--- src/rtl/alu_arbiter.sv ---
// alu_arbiter: two-client round-robin arbiter in front of the shared ALU.
// A granted request drives the ALU in the same cycle. The ALU result is
// registered and returned to the winning client one cycle later.
// Optional feature: define ALU_ARB_LOCK_EN to add the FREE/LOCK0/LOCK1 lock
// machine, which lets a client keep the grant across several operations.
// Handshake: a request completes in a cycle where reqN && gntN. The client
// holds op/ty/a/b stable while reqN=1 and gntN=0. Responses have no
// backpressure; rsp_* are valid only in the cycle where rsp_valid=1.
module alu_arbiter #(
   parameter int W = 8
) (
   input  logic         Clk,
   input  logic         Reset_n,
   input  logic         req0,
   input  logic         req1,
   input  logic [2:0]   op0,
   input  logic [2:0]   op1,
   input  logic [1:0]   ty0,
   input  logic [1:0]   ty1,
   input  logic [W-1:0] a0,
   input  logic [W-1:0] b0,
   input  logic [W-1:0] a1,
   input  logic [W-1:0] b1,
   input  logic         lock0,
   input  logic         lock1,
   output logic         gnt0,
   output logic         gnt1,
   output logic [2:0]   alu_ALUOp,
   output logic [1:0]   alu_opType,
   output logic [W-1:0] alu_ina,
   output logic [W-1:0] alu_inb,
   input  logic [W-1:0] alu_out,
   input  logic         alu_zero,
   output logic         rsp_valid,
   output logic         rsp_id,
   output logic [W-1:0] rsp_data,
   output logic         rsp_zero,
   output logic         rsp_nop,
   output logic [1:0]   lock_state   // debug view of the lock machine (FREE when not built)
);

   typedef enum logic [1:0] {FREE = 2'd0, LOCK0 = 2'd1, LOCK1 = 2'd2} lock_t;

   logic         last;        // id of the most recent grant
   logic         hold0;       // client 0 owns the ALU through a lock this cycle
   logic         hold1;
   logic         any_gnt;
   logic         sel;         // winner id
   logic [2:0]   sel_op;
   logic [1:0]   sel_ty;
   logic [W-1:0] sel_a;
   logic [W-1:0] sel_b;
   logic         is_nop;
   logic         drive_alu;

`ifdef ALU_ARB_LOCK_EN
   lock_t state;
   lock_t state_nxt;

   // Lock state register.
   always_ff @(posedge Clk or negedge Reset_n) begin
      if (!Reset_n) state <= FREE;
      else          state <= state_nxt;
   end

   // Lock next-state: enter on a locked grant, leave on an unlocked grant or
   // when the owner stops requesting. The abandon cycle acts as a free cycle,
   // so the other client may take the grant (and a lock) right away.
   always_comb begin
      state_nxt = state;
      case (state)
         FREE: begin
            if (gnt0 && lock0)      state_nxt = LOCK0;
            else if (gnt1 && lock1) state_nxt = LOCK1;
         end
         LOCK0: begin
            if (!req0)               state_nxt = (gnt1 && lock1) ? LOCK1 : FREE;
            else if (gnt0 && !lock0) state_nxt = FREE;
         end
         LOCK1: begin
            if (!req1)               state_nxt = (gnt0 && lock0) ? LOCK0 : FREE;
            else if (gnt1 && !lock1) state_nxt = FREE;
         end
         default: state_nxt = FREE;
      endcase
   end

   // Lock outputs: the owner keeps the ALU only while it is still requesting.
   always_comb begin
      hold0      = (state == LOCK0) && req0;
      hold1      = (state == LOCK1) && req1;
      lock_state = state;
   end
`else
   logic unused_lock;

   // Without the lock machine, arbitration is pure round-robin.
   always_comb begin
      hold0       = 1'b0;
      hold1       = 1'b0;
      lock_state  = FREE;
      unused_lock = lock0 | lock1;
   end
`endif

   // Grant: a locked owner first; on a conflict the client that did not win last time; otherwise the sole requester.
   always_comb begin
      gnt0 = 1'b0;
      gnt1 = 1'b0;
      if (hold0)              gnt0 = 1'b1;
      else if (hold1)         gnt1 = 1'b1;
      else if (req0 && req1) begin
         gnt0 = last;
         gnt1 = !last;
      end else begin
         gnt0 = req0;
         gnt1 = req1;
      end
      if (!Reset_n) begin
         gnt0 = 1'b0;
         gnt1 = 1'b0;
      end
   end

   // Winner field mux and no-op decode (jump, and the 111/11 encoding).
   always_comb begin
      any_gnt   = gnt0 | gnt1;
      sel       = gnt1;
      sel_op    = sel ? op1 : op0;
      sel_ty    = sel ? ty1 : ty0;
      sel_a     = sel ? a1  : a0;
      sel_b     = sel ? b1  : b0;
      is_nop    = (sel_op == 3'b110) || ({sel_op, sel_ty} == 5'b11111);
      drive_alu = any_gnt && !is_nop;
   end

   // The ALU sees all-zero controls and operands except in a real (non-no-op) grant cycle.
   always_comb begin
      alu_ALUOp  = drive_alu ? sel_op : 3'b000;
      alu_opType = drive_alu ? sel_ty : 2'b00;
      alu_ina    = drive_alu ? sel_a  : '0;
      alu_inb    = drive_alu ? sel_b  : '0;
   end

   // Response register and round-robin pointer; the data fields hold between responses.
   always_ff @(posedge Clk or negedge Reset_n) begin
      if (!Reset_n) begin
         rsp_valid <= 1'b0;
         rsp_id    <= 1'b0;
         rsp_data  <= '0;
         rsp_zero  <= 1'b0;
         rsp_nop   <= 1'b0;
         last      <= 1'b1;
      end else begin
         rsp_valid <= any_gnt;
         if (any_gnt) begin
            rsp_id   <= sel;
            rsp_nop  <= is_nop;
            rsp_data <= is_nop ? '0 : alu_out;
            rsp_zero <= is_nop ? 1'b0 : alu_zero;
            last     <= sel;
         end
      end
   end

endmodule

--- config.mk ---
export PLATFORM = sky130hd
export DESIGN_NAME = alu_arbiter
export DESIGN_NICKNAME = d
export VERILOG_FILES = /design/src/rtl/alu_arbiter.sv
export SDC_FILE = /design/constraint.sdc
export NUM_CORES = 1
export LEC_CHECK = 0
export CELL_PAD_IN_SITES_DETAIL_PLACEMENT = 1
export CELL_PAD_IN_SITES_GLOBAL_PLACEMENT = 1
export CORE_MARGIN = 8
export CORE_UTILIZATION = 20
export DETAILED_ROUTE_END_ITERATION = 6
export PLACE_DENSITY_LB_ADDON = 0.1
export SKIP_CTS_REPAIR_TIMING = 1
export SYNTH_ARGS = -nofsm -noshare
export SYNTH_HDL_FRONTEND = slang
export SYNTH_SLANG_ARGS = --single-unit
--- constraint.sdc ---
create_clock -name Clk -period 3.51 [get_ports Clk]
set_input_delay 0.351 -clock Clk [delete_from_list [all_inputs] [get_ports Clk]]
set_output_delay 0.351 -clock Clk [all_outputs]
set_load 0.02 [all_outputs]
==> summary.txt, run 1 <==
Run status
  • Status: completed

CTS
  • Later-pin clock latency in the skew report: 0.24 ns
  • CTS sink cnt: 13
  • CTS Buffer Depth: 2
  • Clk slew on worst S/H paths: 0.06 ns
  • Root Buffer: clkbuf_8
  • # H-tree levels: 1
  • Inserted Clock Buffers: 3
  • CTS tree: built

Global route
  • Grt total ovfl: 0
  • Initial antenna violation count: 0
  • First-pass GRT wire length: 7.790 mm
  • Global-route track usage on met2: 0.2372
  • GR Layer Usage met1: 0.1421
  • Pin count of the biggest net entering global routing: 26
  • Grt peak-use layer: met2
  • Vias in the first global route: ~1500
  • Gr usage total: 0.1285
  • M3 GR Usage: 0.03592

Timing
  • RSZ-0062 raised after global routing: false
  • Fin. Hold Viols: 0
  • Fin crit period: 3.004 ns
  • Tightest Pin Transition: 0.5102 ns
  • Slew HR: 0.6595
  • TNS Setup: 0 ns
  • Period utilization: 0.8557
  • Final hold slack: 0.4600 ns
  • FMAX: ~0.33 GHz
  • Clk_skew: 0.003289 ns
  • Final setup fails: 0
  • Slew Viols, Final: 0

Routing
  • Drt wl/cell: 17.16 um
  • Routed vias/inst: between 4 and 5
  • DRT Pass-1 Iters: 4
  • DR iter-0 viols: 39
  • Total wire length: 4.891 mm
  • Final ANT Viol Nets: 0
  • Vias: 1319
  • DR DRC count: 0

Power
  • Pleak: 0.7580 nW
  • Power per cell area: 296.5 nW/um2
  • Worst IR Drop VDD: 0.2229 mV
  • Total power: between 0.5 and 0.6 mW

Finish
  • Fin nets: 276
  • Footprint of the multi-input gates: approximately 560 um2
  • Layout fillers: 589
  • Final core utilization: 0.4092
  • Ant. Diodes: 0
  • Share of layout cells above drive strength 1: 0.08257
  • Synth-to-Final Area Change: 96.84%
  • Register area: approximately 330 um2
  • Fin area: 1946 um2

Placed design
  • Port buffer count: 89
  • Detail Placement HPWL: 3.866 mm
  • Area after DPL: 1901 um2
  • GP Congestion: 0.7410

Floorplanning
  • Initial core utilization: 0.2079
  • Rows: 25
  • Core area: 4755 um2
  • Die Area: approximately 7400 um2
  • Die Y: 86.30 um
  • IO Count: between 90 and 100
  • Die width: 86.30 um

Yosys
  • Syn. warnings: 0
  • Post-synthesis register bit count: 13
  • Synthesized area: 988.4 um2
  • Count leader, synth: nand3_1
  • Top post-synthesis cells by area: dfrtp_1 30%, nand3_1 21%, a21oi_1 11%
  • Async SR Flop Fraction: 1.000
  • Distinct cells, synth: 19
  • Synth Flop Type: dfrtp_1
  • Synth top area share: 0.3038
  • EDFF count, synth: 0
  • Synth area leader: dfrtp_1
  • Sequential area share after synthesis: 0.3304
  • Syn Area/Cell: 7.376 um2
  • Synth cell count leaders: 42 x nand3_1, 23 x nand2_1, 21 x a21oi_1
  • Mapped Cells: 134

Setup path
  • Critical path class: input pin to output port
  • Worst Path Required: between 3 and 4 ns
  • CP Max Fanout: 25
  • Setup crit end kind: output port
  • Arr. time, crit path: 2.65 ns
  • Critical Path Start Type: input pin

Hold path
  • Hold Path Class: flop to flop

Run
  • Max Cap Viol: 0
path summary, 6_finish.rpt:
check / startpoint / endpoint / slack (ns) / depth (start not counted)
min: last / last / 0.46 / 2
min reg2reg: last / last / 0.46 / 2
max: Reset_n / alu_ina[6] / 0.51 / 6
min in group asynchronous: Reset_n / rsp_id / 0.55 / 2
max reg2reg: last / rsp_zero / 1.86 / 4
max in group asynchronous: Reset_n / last / 2.76 / 2
sequential cells by signal (all words and copies together) (netlist names):
signal	count
rsp_valid	1
rsp_zero	1
rsp_nop	1
rsp_data	8
last	1
rsp_id	1
power breakdown:
part / total (mW) / internal (mW) / leakage [nW] / switching [mW]
clock: 0.132 / 0.0800 / 0.0228 / 0.0518
combinational: 0.266 / 0.137 / 0.574 / 0.129
sequential: 0.180 / 0.169 / 0.161 / 0.0102
total: 0.577 / 0.386 / 0.758 / 0.191
metrics by stage:
| stage | std cells | setup slack (ns) |
|---|---|---|
| finish | 285 | 0.5063 |
| global route | 285 | 0.2919 |
| CTS | 285 | 0.4506 |
| detailed placement | 281 | 0.4481 |
| global placement | 281 | 0.5589 |
| floorplan | 135 | 1.792 |
kinds of logic after synthesis:
| kind of cell | after synthesis | share of synthesized area |
|---|---|---|
| multiplexers | 2 | 0.03797 |
| other | 1 | 0.003794 |
| flip-flops | 13 | 0.3304 |
| AND/OR/NAND/NOR | 69 | 0.3418 |
| buffers and inverters | 16 | 0.1051 |
| AO/OA/AOI/OAI | 33 | 0.1810 |
cell type report:
type                            instances  area share
Tap cell                               67     0.04309
Clock buffer                            4     0.02315
Inverter                                2    0.003859
Timing Repair Buffer                   93      0.4733
Sequential cell                        13      0.1678
Multi-Input combinational cell        106      0.2887
layout by cell type, fill, tap and decap left out:
cell / n
dfrtp_1: 12
clkdlybuf4s50_1: 89
inv_2: 2
nand2_1: 23
buf_4: 4
clkbuf_8: 3
mux2i_4: 1
a21bo_2: 2
a21oi_1: 21
conb_1: 2
nand3_2: 2
o21ai_2: 1
o21ai_0: 9
nand3_1: 42
nand3_4: 1
clkbuf_1: 1
mux2_4: 1
nor2_1: 1
dfstp_2: 1
worst max-delay path, cell delays in order:
cell,delay [ns]
clkdlybuf4s50_1,0.58
nand3_4,0.32
inv_2,0.44
nand3_1,0.17
a21oi_1,0.15
clkdlybuf4s50_1,0.63
layer usage:
metal,share of wire,routed length (um),vias to the layer above
met5,0,0,-
met4,0.0094,46,0
met3,0.073,356,4
met2,0.52,2524,52
met1,0.40,1963,627
li1,-,-,636
(Power assumes the default switching activity.)
==> run 2, diff against run 1 <==
GPL_ROUTABILITY_DRIVEN = 0   (was default)
==> results of run 2 <==
Same layout as run 1: the final DEF is identical, and so are final timing and power.
==> run 3, diff against run 2 <==
GPL_TIMING_DRIVEN = 0   (was default)
==> summary.txt, run 3 (synthesis gave the netlist of run 1 again) <==
Run status
  • Status: completed (unchanged)

Power
  • Pleak: 0.7995 nW (was 0.7580 nW)
  • Worst IR Drop VDD: 0.1910 mV (was 0.2229 mV)
  • Power per cell area: 291.9 nW/um2 (was 296.5 nW/um2)

Timing
  • Clk_skew: 0.0005800 ns (was 0.003289 ns)
  • Slew Viols, Final: 0 (unchanged)
  • Final setup fails: 0 (unchanged)
  • Fin crit period: 3.098 ns (was 3.004 ns)
  • Fin. Hold Viols: 0 (unchanged)
  • FMAX: 0.3228 GHz (was 0.3329 GHz)
  • Period utilization: 0.8826 (was 0.8557)
  • Slew HR: 0.4989 (was 0.6595)
  • TNS Setup: 0 ns (unchanged)
  • Tightest Pin Transition: 0.7493 ns (was 0.5102 ns)
  • RSZ-0062 raised after global routing: false (unchanged)
  • Final hold slack: 0.4596 ns (was 0.4600 ns)
  • Fin worst setup slack: 0.4122 ns (was 0.5063 ns)

Finish
  • Commonest non-fill, non-tap cell in the layout: clkdlybuf4s50_1 (unchanged)
  • Synth-to-Final Area Change: 103.5% (was 96.84%)
  • Biggest register: rsp_data (unchanged)
  • Max reg flops: 8 (unchanged)
  • Layout fillers: 603 (was 589)
  • Footprint of the multi-input gates: 561.8 um2 (unchanged)
  • Ant. Diodes: 0 (unchanged)
  • Final core utilization: 0.4232 (was 0.4092)
  • Most frequent cells in the layout: 89 x clkdlybuf4s50_1, 42 x nand3_1, 23 x nand2_1, 21 x a21oi_1, 12 x dfrtp_1 (unchanged)
  • Fin nets: 286 (was 276)
  • Share of layout cells above drive strength 1: 0.1184 (was 0.08257)
  • Register area: 326.6 um2 (unchanged)

Hold path
  • Worst Hold Endpoint: last (unchanged)
  • Worst hold path depth: 2 (unchanged)
  • Hold Startpoint: last (unchanged)
  • Hold Path Class: flop to flop (unchanged)

Global route
  • Initial antenna violation count: 0 (unchanged)
  • Vias in the first global route: 1449 (was 1482)
  • Grt total ovfl: 0 (unchanged)
  • First-pass GRT wire length: 7.707 mm (was 7.790 mm)
  • Gr usage total: 0.1286 (was 0.1285)
  • Pin count of the biggest net entering global routing: 16 (was 26)

Routing
  • Total wire length: 4.875 mm (was 4.891 mm)
  • DR DRC count: 0 (unchanged)
  • DR iter-0 viols: 25 (was 39)
  • Routed vias/inst: 4.475 (was 4.628)
  • Drt wl/cell: 16.53 um (was 17.16 um)
  • Final ANT Viol Nets: 0 (unchanged)
  • DRT Pass-1 Iters: 4 (unchanged)
  • Vias: 1320 (was 1319)

Setup path
  • Crit-path cells: clkdlybuf4s50_1 > nand3_4 > inv_2 > buf_4 > nand3_1 > a21oi_1 > clkdlybuf4s50_1 (was clkdlybuf4s50_1 > nand3_4 > inv_2 > nand3_1 > a21oi_1 > clkdlybuf4s50_1)
  • Worst Path Required: 3.16 ns (about the same)
  • Critical Path Stages: 7 (was 6)
  • Crit path max-delay family: buffers and inverters (unchanged)
  • Max incr delay on CP: 0.96 ns (was 0.63 ns)
  • Critical path class: input pin to output port (unchanged)
  • Worst R2R End: rsp_data[7] (was rsp_zero)
  • Slowest-stage cell, CP: clkdlybuf4s50_1 (unchanged)
  • Setup crit end kind: output port (unchanged)
  • CP Max Fanout: 15 (was 25)
  • CP bufs+invs: 4 (was 3)
  • R2r startpoint: last (unchanged)
  • Arr. time, crit path: 2.75 ns (was 2.65 ns)
  • Internal reg-to-reg setup slack: 2.06 ns (was 1.86 ns)
  • Reg2reg path depth: 4 (unchanged)
  • Critical Path Start Type: input pin (unchanged)
  • Most frequent cell on the critical path: clkdlybuf4s50_1 (unchanged)

CTS
  • Root Buffer: clkbuf_8 (unchanged)
  • Later-pin clock latency in the skew report: 0.24 ns (about the same)
  • CTS tree: built (unchanged)
  • CTS sink cnt: 13 (unchanged)
  • CTS Buffer Depth: 2 (unchanged)
  • Inserted Clock Buffers: 3 (unchanged)
  • # H-tree levels: 1 (unchanged)
  • Clk slew on worst S/H paths: 0.06 ns (about the same)

Floorplanning
  • Die Y: 86.30 um (unchanged)
  • IO Count: 94 (unchanged)
  • Initial core utilization: 0.2079 (unchanged)
  • Rows: 25 (unchanged)
  • Core area: 4755 um2 (unchanged)
  • Die Area: 7448 um2 (unchanged)
  • Die width: 86.30 um (unchanged)

Placed design
  • Pre-CTS WS: 0.3336 ns (was 0.4481 ns)
  • Port buffer count: 89 (unchanged)
  • Detail Placement HPWL: 4.024 mm (was 3.866 mm)

Run
  • Max Cap Viol: 0 (unchanged)
run 3: cell types whose count changed in the layout (fill, tap and decap cells not counted):
| cell | previous run | this run |
|---|---|---|
| clkbuf_1 | 1 | 2 |
| buf_4 | 4 | 6 |
| buf_6 | 0 | 2 |
| buf_2 | 0 | 5 |
run 3: how the worst max path moves through the flow:
stage | from | to | slack, ns
2_1_floorplan | last | alu_ALUOp[0] | 1.79
3_3_place_gp | Reset_n | alu_ina[1] | 0.41
3_5_place_dp | Reset_n | alu_ALUOp[2] | 0.33
4_1_cts | Reset_n | alu_ALUOp[2] | 0.34
5_1_grt | Reset_n | alu_ALUOp[1] | 0.14
6_report | Reset_n | alu_ina[1] | 0.41
run 3: where the power goes:
part / leakage (nW) / total (mW) / internal [mW] / switching (mW)
logic: 0.616 / 0.273 / 0.143 / 0.130
registers: 0.161 / 0.179 / 0.169 / 0.00965
clock network: 0.0228 / 0.136 / 0.0802 / 0.0553
run 3: layer usage:
layer	global-route usage	wire (um)	up-vias
li1	-	-	653
met4	0.02817	30	0
met2	0.2316	2402	52
met5	0	0	-
met1	0.1485	2114	611
met3	0.03214	328	4
run 3: metrics by stage:
step | total power, mW | area (um2) | cells
floorplan | 0.3002 | 992.2 | 135
detailed placement | 0.4576 | 1967 | 291
CTS | 0.5977 | 2012 | 295
global placement | 0.4501 | 1967 | 291
finish | 0.5872 | 2012 | 295
global route | 0.6209 | 2012 | 295
run 3: area by class of cell:
class                           count  share of cell area
Inverter                            2            0.003731
Timing Repair Buffer               89              0.4428
Sequential cell                    13              0.1623
Buffer                             14             0.04789
Multi-Input combinational cell    106              0.2792
Clock buffer                        4             0.02239
Tap cell                           67             0.04167
run 3: worst register-to-register path: stages, from the launching register on:
cell and delay, ns:
dfstp_2 0.53, nand2_1 0.08, nand3_4 0.14, mux2i_4 0.40
o21ai_0 0.16
